File: src/rtl/calc_core_param.sv
// calc_core_param -- key-driven decimal calculator engine.
//
// Builds two unsigned decimal operands from digit keys, applies + - * /
// (integer quotient), converts the magnitude to BCD and presents the
// entry or result as per-position symbol codes for the segment driver.
//
// Ports:
//   clk        system clock
//   rst_n      asynchronous active-low reset
//   key_valid  one-cycle strobe qualifying key_code
//   key_code   0-9 digit, a + , b - , c * , d / , e = , f clear
//   seg_data   5-bit symbol per position; position 1 (leftmost) is [4:0]
//              symbols: 0-9 digit, 10 +, 12 -, 13 *, 14 /, 15 E, 16 blank, 17 r
//   busy       high while computing or converting
//   done       one-cycle pulse when a result or error is shown
//   err        high while in the error state
module calc_core_param #(
  parameter int DIGITS = 3,
  parameter int OPW    = 10,
  parameter int DISP   = 8
) (
  input  logic              clk,
  input  logic              rst_n,
  input  logic              key_valid,
  input  logic [3:0]        key_code,
  output logic [5*DISP-1:0] seg_data,
  output logic              busy,
  output logic              done,
  output logic              err
);

  localparam logic [2:0] S_IDLE  = 3'd0;
  localparam logic [2:0] S_ENT_A = 3'd1;
  localparam logic [2:0] S_OP    = 3'd2;
  localparam logic [2:0] S_ENT_B = 3'd3;
  localparam logic [2:0] S_CALC  = 3'd4;
  localparam logic [2:0] S_CONV  = 3'd5;
  localparam logic [2:0] S_RES   = 3'd6;
  localparam logic [2:0] S_ERR   = 3'd7;

  localparam int CW = $clog2(DIGITS + 1);
  localparam int SW = $clog2(2 * OPW + 1);
  localparam int EW = 4 * DIGITS;
  localparam int MW = 2 * OPW;
  localparam int BW = 4 * DISP;
  localparam int GW = 5 * DISP;

  localparam logic [4:0] SYM_MINUS = 5'd12;
  localparam logic [4:0] SYM_E     = 5'd15;
  localparam logic [4:0] SYM_BLANK = 5'd16;
  localparam logic [4:0] SYM_R     = 5'd17;

  function automatic logic [63:0] pow10(input int n);
    logic [63:0] r;
    r = 64'd1;
    for (int i = 0; i < n; i++) r = r * 64'd10;
    return r;
  endfunction

  // Largest displayable magnitude (one position kept for the sign) and the
  // largest result that can be chained back in as operand A.
  localparam logic [63:0] OVF_LIM   = pow10(DISP - 1) - 64'd1;
  localparam logic [63:0] CHAIN_LIM = pow10(DIGITS) - 64'd1;

  function automatic logic [4:0] op_sym(input logic [1:0] op);
    logic [4:0] s;
    case (op)
      2'd0:    s = 5'd10;
      2'd1:    s = 5'd12;
      2'd2:    s = 5'd13;
      2'd3:    s = 5'd14;
      default: s = SYM_BLANK;
    endcase
    return s;
  endfunction

  // One double-dabble step: add 3 to every digit >= 5, then shift in a bit.
  function automatic logic [BW-1:0] dd_step(input logic [BW-1:0] b, input logic in_bit);
    logic [BW-1:0] t;
    t = b;
    for (int i = 0; i < DISP; i++) begin
      if (t[4*i +: 4] >= 4'd5) t[4*i +: 4] = t[4*i +: 4] + 4'd3;
    end
    return {t[BW-2:0], in_bit};
  endfunction

  // Number of significant BCD digits, at least one so zero shows as "0".
  function automatic logic [7:0] sig_digits(input logic [BW-1:0] b);
    logic [7:0] n;
    n = 8'd1;
    for (int i = 1; i < DISP; i++) begin
      if (b[4*i +: 4] != 4'd0) n = 8'(i + 1);
    end
    return n;
  endfunction

  function automatic logic [GW-1:0] render_entry(input logic [EW-1:0] ent,
                                                 input logic [CW-1:0] shown,
                                                 input logic show_op,
                                                 input logic [1:0] op);
    logic [GW-1:0] s;
    s = {DISP{SYM_BLANK}};
    for (int i = 0; i < DIGITS; i++) begin
      if (i < int'(shown)) s[5*(DISP-1-i) +: 5] = {1'b0, ent[4*i +: 4]};
    end
    if (show_op) s[4:0] = op_sym(op);
    return s;
  endfunction

  function automatic logic [GW-1:0] render_result(input logic [BW-1:0] bcd, input logic neg);
    logic [GW-1:0] s;
    logic [7:0]    n;
    s = {DISP{SYM_BLANK}};
    n = sig_digits(bcd);
    for (int i = 0; i < DISP; i++) begin
      if (i < int'(n)) s[5*(DISP-1-i) +: 5] = {1'b0, bcd[4*i +: 4]};
      else if (neg && (i == int'(n))) s[5*(DISP-1-i) +: 5] = SYM_MINUS;
    end
    return s;
  endfunction

  function automatic logic [GW-1:0] render_err();
    logic [GW-1:0] s;
    s = {DISP{SYM_BLANK}};
    s[5*(DISP-3) +: 5] = SYM_E;
    s[5*(DISP-2) +: 5] = SYM_R;
    s[5*(DISP-1) +: 5] = SYM_R;
    return s;
  endfunction

  logic [2:0]    state_q, state_d;
  logic [OPW-1:0] a_q, a_d, b_q, b_d;
  logic [CW-1:0] cnt_q, cnt_d, shown_q, shown_d;
  logic [EW-1:0] ent_q, ent_d;
  logic [1:0]    op_q, op_d;
  logic          neg_q, neg_d;
  logic [MW-1:0] mag_q, mag_d, work_q, work_d;
  logic [BW-1:0] bcd_q, bcd_d;
  logic [SW-1:0] step_q, step_d;
  logic [GW-1:0] seg_q, seg_d;
  logic          busy_q, busy_d, done_q, done_d, err_q, err_d;

  logic          clr_s, acc_s, dig_s, op_s, eq_s, to_conv_s, qbit_s;
  logic [1:0]    opc_s;
  logic [OPW:0]  rem_s;

  // Key classification; clear bypasses the busy gate, everything else waits.
  always_comb begin
    clr_s = key_valid && (key_code == 4'hf);
    acc_s = key_valid && !busy_q && (key_code != 4'hf);
    dig_s = acc_s && (key_code <= 4'd9);
    op_s  = acc_s && (key_code >= 4'ha) && (key_code <= 4'hd);
    eq_s  = acc_s && (key_code == 4'he);
    opc_s = 2'(key_code - 4'd10);
  end

  // Sequencer: operand entry, arithmetic steps and BCD conversion.
  always_comb begin
    state_d = state_q; a_d = a_q; b_d = b_q; cnt_d = cnt_q; shown_d = shown_q;
    ent_d = ent_q; op_d = op_q; neg_d = neg_q; mag_d = mag_q; work_d = work_q;
    bcd_d = bcd_q; step_d = step_q; done_d = 1'b0; to_conv_s = 1'b0;
    rem_s = {(OPW+1){1'b0}}; qbit_s = 1'b0;
    if (clr_s) begin
      state_d = S_IDLE; a_d = {OPW{1'b0}}; b_d = {OPW{1'b0}}; cnt_d = {CW{1'b0}};
      shown_d = {CW{1'b0}}; ent_d = {EW{1'b0}}; op_d = 2'd0; neg_d = 1'b0;
      mag_d = {MW{1'b0}}; work_d = {MW{1'b0}}; bcd_d = {BW{1'b0}}; step_d = {SW{1'b0}};
    end else begin
      case (state_q)
        S_IDLE, S_RES: begin
          if (dig_s) begin
            a_d = OPW'(key_code); cnt_d = CW'(1); shown_d = CW'(1);
            ent_d = EW'(key_code); state_d = S_ENT_A;
          end else if (op_s && (state_q == S_RES) && !neg_q && (64'(mag_q) <= CHAIN_LIM)) begin
            // Chain the previous result in as A; its display keeps leading zeros blanked.
            a_d = mag_q[OPW-1:0]; cnt_d = CW'(DIGITS); ent_d = bcd_q[EW-1:0];
            shown_d = CW'(sig_digits(bcd_q)); op_d = opc_s; state_d = S_OP;
          end else begin
            state_d = state_q;
          end
        end
        S_ENT_A, S_ENT_B: begin
          if (dig_s) begin
            if (cnt_q < CW'(DIGITS)) begin
              if (state_q == S_ENT_A) a_d = a_q * OPW'(4'd10) + OPW'(key_code);
              else b_d = b_q * OPW'(4'd10) + OPW'(key_code);
              cnt_d = cnt_q + CW'(1); shown_d = cnt_q + CW'(1);
              ent_d = (ent_q << 3'd4) | EW'(key_code);
            end else begin
              cnt_d = cnt_q;
            end
          end else if (op_s && (state_q == S_ENT_A)) begin
            op_d = opc_s; state_d = S_OP;
          end else if (eq_s && (state_q == S_ENT_B)) begin
            // Multiply shifts A left as the multiplicand; divide uses work as remainder.
            state_d = S_CALC; step_d = {SW{1'b0}}; mag_d = {MW{1'b0}}; neg_d = 1'b0;
            work_d = (op_q == 2'd2) ? MW'(a_q) : {MW{1'b0}};
          end else begin
            state_d = state_q;
          end
        end
        S_OP: begin
          if (op_s) begin
            op_d = opc_s;
          end else if (dig_s) begin
            b_d = OPW'(key_code); cnt_d = CW'(1); shown_d = CW'(1);
            ent_d = EW'(key_code); state_d = S_ENT_B;
          end else begin
            state_d = S_OP;
          end
        end
        S_CALC: begin
          case (op_q)
            2'd0: begin
              mag_d = MW'(a_q) + MW'(b_q); to_conv_s = 1'b1;
            end
            2'd1: begin
              neg_d = (a_q < b_q);
              mag_d = (a_q < b_q) ? MW'(b_q - a_q) : MW'(a_q - b_q);
              to_conv_s = 1'b1;
            end
            2'd2: begin
              if (b_q[0]) mag_d = mag_q + work_q;
              else mag_d = mag_q;
              work_d = work_q << 1'b1; b_d = b_q >> 1'b1;
              to_conv_s = (step_q == SW'(OPW - 1));
              step_d = step_q + SW'(1);
            end
            2'd3: begin
              if (b_q == {OPW{1'b0}}) begin
                state_d = S_ERR; done_d = 1'b1;
              end else begin
                // Restoring division: bring down the next dividend bit, trial-subtract.
                rem_s = {work_q[OPW-1:0], a_q[OPW-1]};
                if (rem_s >= {1'b0, b_q}) begin
                  rem_s = rem_s - {1'b0, b_q}; qbit_s = 1'b1;
                end else begin
                  qbit_s = 1'b0;
                end
                work_d = MW'(rem_s); a_d = {a_q[OPW-2:0], qbit_s}; mag_d = MW'(a_d);
                to_conv_s = (step_q == SW'(OPW - 1));
                step_d = step_q + SW'(1);
              end
            end
            default: state_d = S_IDLE;
          endcase
          if (to_conv_s) begin
            state_d = S_CONV; step_d = {SW{1'b0}}; work_d = mag_d; bcd_d = {BW{1'b0}};
          end else begin
            step_d = step_d;
          end
        end
        S_CONV: begin
          bcd_d = dd_step(bcd_q, work_q[MW-1]); work_d = work_q << 1'b1;
          if (step_q == SW'(MW - 1)) begin
            state_d = (64'(mag_q) > OVF_LIM) ? S_ERR : S_RES;
            done_d = 1'b1; step_d = {SW{1'b0}};
          end else begin
            step_d = step_q + SW'(1);
          end
        end
        S_ERR:   state_d = S_ERR;
        default: state_d = S_IDLE;
      endcase
    end
  end

  // Output image and status flags, computed from the next state so they
  // change in the same cycle as the state they describe.
  always_comb begin
    seg_d  = seg_q;
    busy_d = (state_d == S_CALC) || (state_d == S_CONV);
    err_d  = (state_d == S_ERR);
    case (state_d)
      S_IDLE:          seg_d = {DISP{SYM_BLANK}};
      S_ENT_A:         seg_d = render_entry(ent_d, shown_d, 1'b0, op_d);
      S_OP, S_ENT_B:   seg_d = render_entry(ent_d, shown_d, 1'b1, op_d);
      S_CALC, S_CONV:  seg_d = seg_q;
      S_RES:           seg_d = render_result(bcd_d, neg_d);
      S_ERR:           seg_d = render_err();
      default:         seg_d = {DISP{SYM_BLANK}};
    endcase
  end

  // State and output registers.
  always_ff @(posedge clk or negedge rst_n) begin
    if (!rst_n) begin
      state_q <= S_IDLE; a_q <= {OPW{1'b0}}; b_q <= {OPW{1'b0}}; cnt_q <= {CW{1'b0}};
      shown_q <= {CW{1'b0}}; ent_q <= {EW{1'b0}}; op_q <= 2'd0; neg_q <= 1'b0;
      mag_q <= {MW{1'b0}}; work_q <= {MW{1'b0}}; bcd_q <= {BW{1'b0}}; step_q <= {SW{1'b0}};
      seg_q <= {DISP{SYM_BLANK}}; busy_q <= 1'b0; done_q <= 1'b0; err_q <= 1'b0;
    end else begin
      state_q <= state_d; a_q <= a_d; b_q <= b_d; cnt_q <= cnt_d;
      shown_q <= shown_d; ent_q <= ent_d; op_q <= op_d; neg_q <= neg_d;
      mag_q <= mag_d; work_q <= work_d; bcd_q <= bcd_d; step_q <= step_d;
      seg_q <= seg_d; busy_q <= busy_d; done_q <= done_d; err_q <= err_d;
    end
  end

  assign seg_data = seg_q;
  assign busy     = busy_q;
  assign done     = done_q;
  assign err      = err_q;

endmodule

File: config.mk
export PLATFORM = sky130hd
export DESIGN_NAME = calc_core_param
export DESIGN_NICKNAME = d
export VERILOG_FILES = /design/src/rtl/calc_core_param.sv
export SDC_FILE = /design/constraint.sdc
export NUM_CORES = 1
export LEC_CHECK = 0
export ABC_CLOCK_PERIOD_IN_PS = 6800
export BUFFER_PORTS_ARGS = -buffer_cell sky130_fd_sc_hd__clkbuf_2
export CAP_MARGIN = 10
export CELL_PAD_IN_SITES_DETAIL_PLACEMENT = 0
export CELL_PAD_IN_SITES_GLOBAL_PLACEMENT = 2
export CORE_ASPECT_RATIO = 2
export CORE_UTILIZATION = 36
export DETAILED_ROUTE_END_ITERATION = 8
export GPL_TIMING_DRIVEN = 0
export PLACE_DENSITY_LB_ADDON = 0.1
export SYNTH_ARGS = -nofsm -noshare
export SYNTH_HDL_FRONTEND = slang
export SYNTH_SLANG_ARGS = --single-unit
File: constraint.sdc
create_clock -name clk -period 6.8 [get_ports clk]
set_clock_uncertainty 0.1 [all_clocks]
set_input_delay 1.7 -clock clk [delete_from_list [all_inputs] [get_ports clk]]
set_output_delay 1.7 -clock clk [all_outputs]
set_load 0.1 [all_outputs]
==> flow_metrics.py, run 1 <==
metrics = {
    "floorplan": {
        "core_area_um2": 37160,
        "dieArea_um2": 38540,
        "fp-row-count": 100,
        "pin_count": 50,
        "start_util": 0.3654,
        "die_height_um": 276.7,
        "die_w_um": 139.3,
    },
    "global_routing": {
        "grtUsageTotal": 0.3154,
        "grt_pass1_vias": 13772,
        "grt_overflow": 0,
        "antenna_found_initial": 0,
        "grt_max_degree": 97,
        "grt_pass1_wl_um": 88480,
    },
    "routing": {
        "postRouteAntennaNets": 0,
        "drtIter0Drc": 813,
        "dr.pass1.iters": 9,
        "viasPerCell": 6.202,
        "routedWlPerCell_um": 27.84,
        "drc_errors": 0,
        "wl_um": 59800,
        "vias": 13321,
    },
    "logic_synthesis": {
        "synth_seq_cells": 162,
        "synthTopCellsByArea": "dfrtp_1 (28%), ha_1 (10%), a21oi_1 (5.4%)",
        "async_reset_ff_frac": 1.000,
        "synth_top_area_cell": "dfrtp_1",
        "synth_common_cells": "nor2_1 (159), dfrtp_1 (154), a21oi_1 (146)",
        "synth_edf_count": 0,
        "yosysSeqAreaShare": 0.2993,
        "ys.flop_type": "dfrtp_1",
        "syn_area_um2": 13580,
        "synth.avg_cell_area_um2": 8.444,
        "yosys_warnings": 0,
        "postSynthCellCount": 1608,
        "yosysMostFrequentCell": "nor2_1",
        "yosysUniqueCellTypes": 101,
        "synth_nets": 1732,
        "netlist.area_leader.share": 0.2838,
    },
    "power_and_ir_drop": {
        "comb_power_share": 0.657,
        "power.density_nw_per_um2": 536.9,
        "power.total_mw": 8.060,
        "p_int_mw": 3.616,
        "swShare": 0.5513,
        "netSwitchingPower_mw": 4.444,
        "p_leak_nw": 6.595,
        "peakVddDrop_v": 0.0002210,
        "seq_power_share": 0.220,
        "clkPwrFrac": 0.123,
    },
    "worst_setup_path": {
        "crit_required_ps": 7090,
        "end_kind": "flip-flop",
        "slowest_stage": "clkbuf_1",
        "cp_top_family": "buffers and inverters",
        "critPathLaunchType": "primary input",
        "crit_type": "in2reg",
        "cp_cell_sequence": "clkbuf_1, and3_1, buf_2, clkbuf_1, clkbuf_1, clkbuf_1, or2_2, ha_1, nor3_1, a21oi_1, o21ai_0",
        "cpMostUsedCell": "clkbuf_1",
        "critPathBufInv": 5,
        "rrSetupSlack_ps": 1910,
        "worstPathArrival_ps": 5620,
        "max_stage_delay_ps": 780,
        "cp_max_fo": 10,
    },
    "clocking": {
        "cts.sinks": 162,
        "post_cts_buffers": 0,
        "clock_latency_ps": 460,
        "htree_levels": 4,
        "cts_hold_buf": 0,
        "cts_resized": 0,
        "path_clk_slew_ps": 70,
        "cts_tree": "yes",
        "numCtsBuffers": 17,
        "clock-root-buffer": "clkbuf_16",
        "clock_path_buffers": 2,
    },
    "sta": {
        "finalCriticalPeriod_ps": 5336,
        "worst_pin_slew_ps": 1254,
        "drv_slew": 0,
        "holdWs_ps": 391.4,
        "relSlewSlack": 0.1421,
        "setup_violations": 0,
        "setup_tns_ps": 0,
        "final_hold_viol_count": 0,
        "fmax_ghz": 0.1874,
        "rsz0062_at_grt": "no",
        "period_share": 0.7847,
        "setup_slack_ps": 1464,
    },
    "final_layout": {
        "n_antenna_cell": 0,
        "fin_area_um2": 15010,
        "fin_cells": 2148,
        "layout-drive-gt1-share": 0.09710,
        "n_fill_cell": 3859,
        "nNetsFinal": 1800,
        "area_growth_pct": 10.55,
        "final_util": 0.4039,
    },
    "place": {
        "dpl.hpwl_um": 47470,
        "placed_area_um2": 14430,
        "port_buffers": 48,
        "finalWeightedCongestion": 0.9402,
        "post-place-ws_ps": 1022,
        "dp.cells": 2116,
    },
    "flow_run": {
        "drv_cap": 0,
    },
    "min_path": {
        "hp-class": "reg2reg",
    },
    "status": {
        "status": "complete, no violations",
    },
}
## flip-flops by register name, summed over array words and instances, names as in the netlist
register / cells
step_q: 5
err: 1
done: 1
work_q: 20
cnt_q: 2
seg_data: 40
op_q: 2
neg_q: 1
b_q: 10
mag_q: 20
state_q: 3
a_q: 10
ent_q: 12
bcd_q: 32
shown_q: 2
busy: 1
## cell families after synthesis
group / Yosys count / synth area share
compound gates: 578 / 0.2941
fa+ha+maj: 117 / 0.1128
xor+xnor: 58 / 0.03741
simple gates: 500 / 0.1871
flops: 162 / 0.2993
mux: 24 / 0.01834
buf+inv: 169 / 0.05096
## layout by cell type, fill, tap and decap left out, drive strengths merged, types with 10 or more instances in the layout
master / instances
a211o: 11
a211oi: 18
a21o: 25
a21oi: 148
a221o: 20
a221oi: 22
a222oi: 22
a22o: 24
a22oi: 19
a31oi: 18
and2: 12
buf: 33
clkbuf: 127
dfrtp: 154
ha: 108
inv: 85
mux2i: 17
nand2: 111
nand2b: 29
nand3: 33
nand4: 11
nor2: 160
nor2b: 22
nor3: 40
nor3b: 21
nor4: 11
o211ai: 11
o21a: 16
o21ai: 124
o31ai: 18
or2: 10
xnor2: 41
xor2: 17
## power by group through the flow
stage	clock network, mW	registers (mW)	logic [mW]
global route	1.04	1.80	5.77
global placement	0	1.78	5.22
CTS	1.00	1.77	5.27
detailed placement	0	1.78	5.24
floorplan	0	1.79	3.54
finish	0.988	1.78	5.30
## worst paths after layout
kind,startpoint,end,depth (start not counted)
min reg2reg,seg_data[13],seg_data[13],2
max reg2reg,b_q[6],work_q[8],12
min in group asynchronous,rst_n,a_q[1],1
max,key_code[0],seg_data[1],11
max in group asynchronous,rst_n,seg_data[22],2
min,seg_data[13],seg_data[13],2
## area by class of cell
cell class              count  area, um^2  area share
plain buffers              94       410.4     0.02734
clock buffers              17       425.4     0.02834
clock inverters            15       156.4     0.01042
inverters                  75       281.5     0.01875
multi-input cells        1277        8822      0.5877
flip-flops and latches    162        4064      0.2707
well taps                 459       574.3     0.03826
repair buffers             49       276.5     0.01842
## metal layers
layer | share of wire | track usage | vias up
li1 | - | - | 6140
met1 | 0.33 | 0.2906 | 6578
met2 | 0.55 | 0.6077 | 409
met3 | 0.031 | 0.02940 | 194
met4 | 0.092 | 0.2752 | 0
met5 | 0 | 0 | -
## tightest hold or removal path, stage by stage, from the launching register on
cell,delay (ps)
dfrtp_1,350
nand2_1,50
o21ai_1,60
No activity file was read; power rests on OpenSTA's default activity.
==> inputs of run 2 (changes only) <==
--- a/config.mk
+++ b/config.mk
@@ -5,7 +5,7 @@
 export SDC_FILE = /design/constraint.sdc
 export NUM_CORES = 1
 export LEC_CHECK = 0
-export ABC_CLOCK_PERIOD_IN_PS = 6800
+export ABC_CLOCK_PERIOD_IN_PS = 4300
 export BUFFER_PORTS_ARGS = -buffer_cell sky130_fd_sc_hd__clkbuf_2
 export CAP_MARGIN = 10
 export CELL_PAD_IN_SITES_DETAIL_PLACEMENT = 0
==> constraint.sdc (replaced) <==
create_clock -name clk -period 4.3 [get_ports clk]
set_clock_uncertainty 0.1 [all_clocks]
set_input_delay 1.075 -clock clk [delete_from_list [all_inputs] [get_ports clk]]
set_output_delay 1.075 -clock clk [all_outputs]
set_load 0.1 [all_outputs]
==> flow_metrics.py, run 2 (synthesis gave the netlist of run 1 again) <==
metrics = {
    "global_routing": {
        "grt_overflow": 0,
        "met1_usage": 0.2911,
        "grt.met3_usage": 0.02905,
        "grt_max_degree": 97,
        "grt-busiest-layer": "met2",
        "met2_usage": 0.6104,
        "antenna_found_initial": 0,
        "grt_pass1_wl_um": 88460,
        "grt_pass1_vias": 13768,
        "grtUsageTotal": 0.3154,
    },
    "sta": {
        "setup_slack_ps": -45.62,
        "finalCriticalPeriod_ps": 4346,
        "relSlewSlack": 0.1517,
        "final_hold_viol_count": 0,
        "drv_slew": 0,
        "setup_violations": 6,
        "fmax_ghz": 0.2301,
        "rsz0062_at_grt": "no",
        "period_share": 1.011,
        "worst_pin_slew_ps": 1240,
    },
    "routing": {
        "dr.pass1.iters": 6,
        "viasPerCell": 6.230,
        "routedWlPerCell_um": 27.80,
        "drc_errors": 0,
        "postRouteAntennaNets": 0,
        "drtIter0Drc": 788,
        "vias": 13381,
        "wl_um": 59720,
    },
    "power_and_ir_drop": {
        "power.density_nw_per_um2": 848.1,
        "p_leak_nw": 6.616,
        "peakVddDrop_v": 0.0003582,
        "power.total_mw": 12.79,
    },
    "final_layout": {
        "n_antenna_cell": 0,
        "n_fill_cell": 3854,
        "area_growth_pct": 11.10,
        "nNetsFinal": 1800,
        "largest_register_ff_count": 40,
        "fin_cells": 2148,
        "multi_input_area_um2": 8865,
        "seq_area_um2": 4076,
        "final_cell_mix": "nor2_1 (159), a21oi_1 (146), dfrtp_1 (144), o21ai_0 (116), nand2_1 (111)",
        "layout_commonest_cell": "nor2_1",
        "final_util": 0.4060,
        "layout-drive-gt1-share": 0.1083,
    },
    "worst_setup_path": {
        "worstPathArrival_ps": 4600,
        "crit_required_ps": 4550,
        "end_kind": "flip-flop",
        "critPathLaunchType": "flip-flop",
        "crit_type": "reg2reg",
        "cp_max_fo": 8,
    },
    "floorplan": {
        "core_area_um2": 37160,
        "start_util": 0.3654,
        "die_height_um": 276.7,
        "pin_count": 50,
        "dieArea_um2": 38540,
        "die_w_um": 139.3,
        "fp-row-count": 100,
    },
    "clocking": {
        "cts_hold_buf": 0,
        "clock_path_buffers": 2,
        "clock_latency_ps": 470,
        "cts_tree": "yes",
        "path_clk_slew_ps": 70,
        "numCtsBuffers": 17,
        "clock-root-buffer": "clkbuf_16",
        "htree_levels": 4,
        "cts.sinks": 162,
    },
    "place": {
        "finalWeightedCongestion": 0.9402,
        "dpl.hpwl_um": 47470,
        "port_buffers": 48,
        "dp.cells": 2116,
    },
    "status": {
        "violations": "negative setup slack",
        "status": "complete, but fails checks",
    },
    "min_path": {
        "hp-class": "reg2reg",
    },
    "flow_run": {
        "drv_cap": 0,
    },
}
[run 2: cell counts in the layout (fill, tap and decap cells not counted)]
No cell type changed its count.
[run 2: report_power, final]
part,switching [mW],total [mW],internal (mW)
Sequential,0.828,2.82,1.99
Combinational,5.42,8.41,2.99
Clock,0.789,1.56,0.776
[run 2: critical path, stage by stage, from the launching register on]
cell       delay, ps
dfrtp_1          590
nor4_2           580
and4_4           370
or3_1            300
o31ai_1          180
a2111oi_0       1110
o211ai_1         220
nand3_1          290
nor2_1           190
a221o_1          290
[run 2: layout make-up]
type / count / share of cell area
well taps: 459 / 0.03807
inverters: 75 / 0.01866
repair buffers: 50 / 0.01966
clock buffers: 17 / 0.02820
flip-flops and latches: 162 / 0.2702
clock inverters: 15 / 0.01037
plain buffers: 93 / 0.02720
multi-input cells: 1277 / 0.5876
[run 2: path summary, 6_finish.rpt]
kind	startpoint	to	slack, ps	cells after the start
worst max-delay path	b_q[4]	seg_data[23]	-50	9
worst max register to register	b_q[4]	seg_data[23]	-50	9
max in group asynchronous	rst_n	seg_data[22]	2650	2
worst min-delay path	seg_data[13]	seg_data[13]	400	2
worst min register to register	seg_data[13]	seg_data[13]	400	2
min in group asynchronous	rst_n	a_q[1]	550	1
[run 2: what timing repair did]
item | 4_1_cts | 5_1_grt
endpoints found under the setup margin | 39 | 21
gates resized for setup | 8 | 12
buffers inserted | 0 | 1
[run 2: metal layers]
metal / wire [um] / share of wire
met1: 19480 / 0.33
met2: 32770 / 0.55
met3: 2083 / 0.035
met4: 5387 / 0.090
met5: 0 / 0
[run 2: metrics by stage]
stage	hold WS (ps)	setup TNS (ps)	setup WS (ps)	instance area (um^2)
after global placement	373.4	-198760	-1174	14390
after detailed placement	376.7	-22790	-852.8	14430
after global routing	427.1	0	5.073	15090
final	395.6	-203.1	-45.62	15090
after CTS	398.7	0	25.96	15040
after floorplan	375.3	0	854.6	13580
==> inputs of run 3 (changes only) <==
--- a/config.mk
+++ b/config.mk
@@ -6,7 +6,7 @@
 export NUM_CORES = 1
 export LEC_CHECK = 0
 export ABC_CLOCK_PERIOD_IN_PS = 4300
-export BUFFER_PORTS_ARGS = -buffer_cell sky130_fd_sc_hd__clkbuf_2
+export BUFFER_PORTS_ARGS = -buffer_cell sky130_fd_sc_hd__buf_2
 export CAP_MARGIN = 10
 export CELL_PAD_IN_SITES_DETAIL_PLACEMENT = 0
 export CELL_PAD_IN_SITES_GLOBAL_PLACEMENT = 2
==> flow_metrics.py, run 3 (synthesis gave the netlist of run 1 again) <==
metrics = {
    "final_layout": {
        "fin_area_um2": 15090,
        "final_cell_mix": "nor2_1 (159), dfrtp_1 (149), a21oi_1 (146), o21ai_0 (116), nand2_1 (111)",
        "final_util": 0.4060,
        "layout_commonest_cell": "nor2_1",
        "largest_register_ff_count": 40,
        "area_growth_pct": 11.10,
        "n_fill_cell": 3864,
        "nNetsFinal": 1799,
        "layout-drive-gt1-share": 0.1055,
        "n_antenna_cell": 0,
    },
    "sta": {
        "drv_slew": 0,
        "rsz0062_at_grt": "no",
        "worst_pin_slew_ps": 1150,
        "setup_violations": 0,
        "final_hold_viol_count": 0,
        "finalCriticalPeriod_ps": 4267,
        "setup_tns_ps": 0,
        "fmax_ghz": 0.2343,
        "period_share": 0.9924,
        "relSlewSlack": 0.2251,
    },
    "power_and_ir_drop": {
        "p_leak_nw": 6.642,
        "peakVddDrop_v": 0.0004374,
        "comb_power_share": 0.655,
        "swShare": 0.5429,
        "seq_power_share": 0.218,
        "netSwitchingPower_mw": 6.896,
        "clkPwrFrac": 0.128,
        "power.density_nw_per_um2": 842.0,
        "p_int_mw": 5.806,
    },
    "routing": {
        "drc_errors": 0,
        "postRouteAntennaNets": 0,
        "routedWlPerCell_um": 27.47,
        "drtIter0Drc": 777,
        "viasPerCell": 6.214,
        "dr.pass1.iters": 6,
        "wl_um": 58970,
        "vias": 13341,
    },
    "place": {
        "dpl.hpwl_um": 46840,
        "port_buffers": 48,
        "finalWeightedCongestion": 0.9533,
        "placed_area_um2": 14430,
    },
    "global_routing": {
        "grt_pass1_vias": 13868,
        "grt_pass1_wl_um": 87470,
        "grt_max_degree": 85,
        "grtUsageTotal": 0.3103,
        "antenna_found_initial": 0,
        "grt_overflow": 0,
    },
    "worst_setup_path": {
        "reg2reg_from": "b_q[4]",
        "worstPathArrival_ps": 4510,
        "crit_required_ps": 4550,
        "crit_start": "b_q[4]",
        "critPathLaunchType": "flip-flop",
        "crit_type": "reg2reg",
        "cp_cell_sequence": "nor4_2, and4_4, or3_1, o31ai_1, a2111oi_0, o211ai_1, nand3_1, nor2_1, a221o_1",
        "end_kind": "flip-flop",
        "cp_max_fo": 8,
        "max_stage_delay_ps": 960,
        "slowest_stage": "a2111oi_0",
    },
    "clocking": {
        "cts.sinks": 162,
        "path_clk_slew_ps": 70,
        "clock_path_buffers": 2,
        "numCtsBuffers": 17,
        "clock_latency_ps": 470,
        "htree_levels": 4,
        "clock-root-buffer": "clkbuf_16",
        "cts_tree": "yes",
    },
    "status": {
        "status": "complete, no violations",
    },
    "min_path": {
        "hold_path_startpoint": "seg_data[7]",
        "hp-class": "reg2reg",
    },
    "floorplan": {
        "start_util": 0.3654,
        "pin_count": 50,
        "die_height_um": 276.7,
        "core_area_um2": 37160,
        "die_w_um": 139.3,
        "dieArea_um2": 38540,
        "fp-row-count": 100,
    },
    "flow_run": {
        "drv_cap": 0,
    },
}
==> run 3: power groups by stage <==
stage          logic (mW)  registers, mW  clock network, mW
6_report             8.32           2.77               1.62
5_1_grt              9.02           2.82               1.69
4_1_cts              8.25           2.75               1.64
3_5_place_dp         8.20           2.78                  0
3_3_place_gp         8.14           2.78                  0
2_1_floorplan        5.60           2.84                  0
==> run 3: critical path, delay by kind of cell (launching register included) <==
family           cells  cell delay [ps]
AO/OA/AOI/OAI        4             1620
flip-flops           1              540
AND/OR/NAND/NOR      5             1880
==> run 3: layout make-up <==
type / count / area [um^2] / area share
repair buffers: 50 / 297.8 / 0.01974
flip-flops and latches: 162 / 4070 / 0.2698
inverters: 75 / 281.5 / 0.01866
plain buffers: 92 / 407.9 / 0.02704
clock buffers: 18 / 429.2 / 0.02845
well taps: 459 / 574.3 / 0.03807
multi-input cells: 1277 / 8856 / 0.5870
clock inverters: 14 / 168.9 / 0.01120
==> run 3: repair_timing <==
| action | 4_1_cts | 5_1_grt |
|---|---|---|
| hold endpoints to repair | 0 | 0 |
| hold buffers | 0 | 0 |
| resized for setup | 6 | 10 |
| setup endpoints to repair | 27 | 24 |
| buffers inserted | 0 | 1 |
==> run 3: metal layers <==
layer	vias up	wire length, um	track usage
li1	6146	-	-
met1	6543	19450	0.2783
met2	450	32150	0.6028
met3	202	1765	0.03372
met4	0	5598	0.2718
met5	-	0	0
==> run 3: metrics by stage <==
| stage | setup WS (ps) | total power [mW] | hold slack, ps | std cells |
|---|---|---|---|---|
| final | 32.65 | 12.70 | 391.3 | 2147 |
| after CTS | 2.473 | 12.65 | 395.6 | 2148 |
| after global placement | -833.7 | 10.92 | 365.7 | 2115 |
| after detailed placement | -887.9 | 10.98 | 367.3 | 2116 |
| after floorplan | 854.6 | 8.439 | 375.3 | 1608 |
| after global routing | 9.838 | 13.54 | 426.9 | 2147 |
==> run 3: final timing paths <==
check,depth (start not counted),slack [ps],end
min in group asynchronous,1,490,a_q[7]
min,2,390,seg_data[7]
max reg2reg,9,30,seg_data[22]
min reg2reg,2,390,seg_data[7]
max,9,30,seg_data[22]
max in group asynchronous,2,2660,work_q[12]
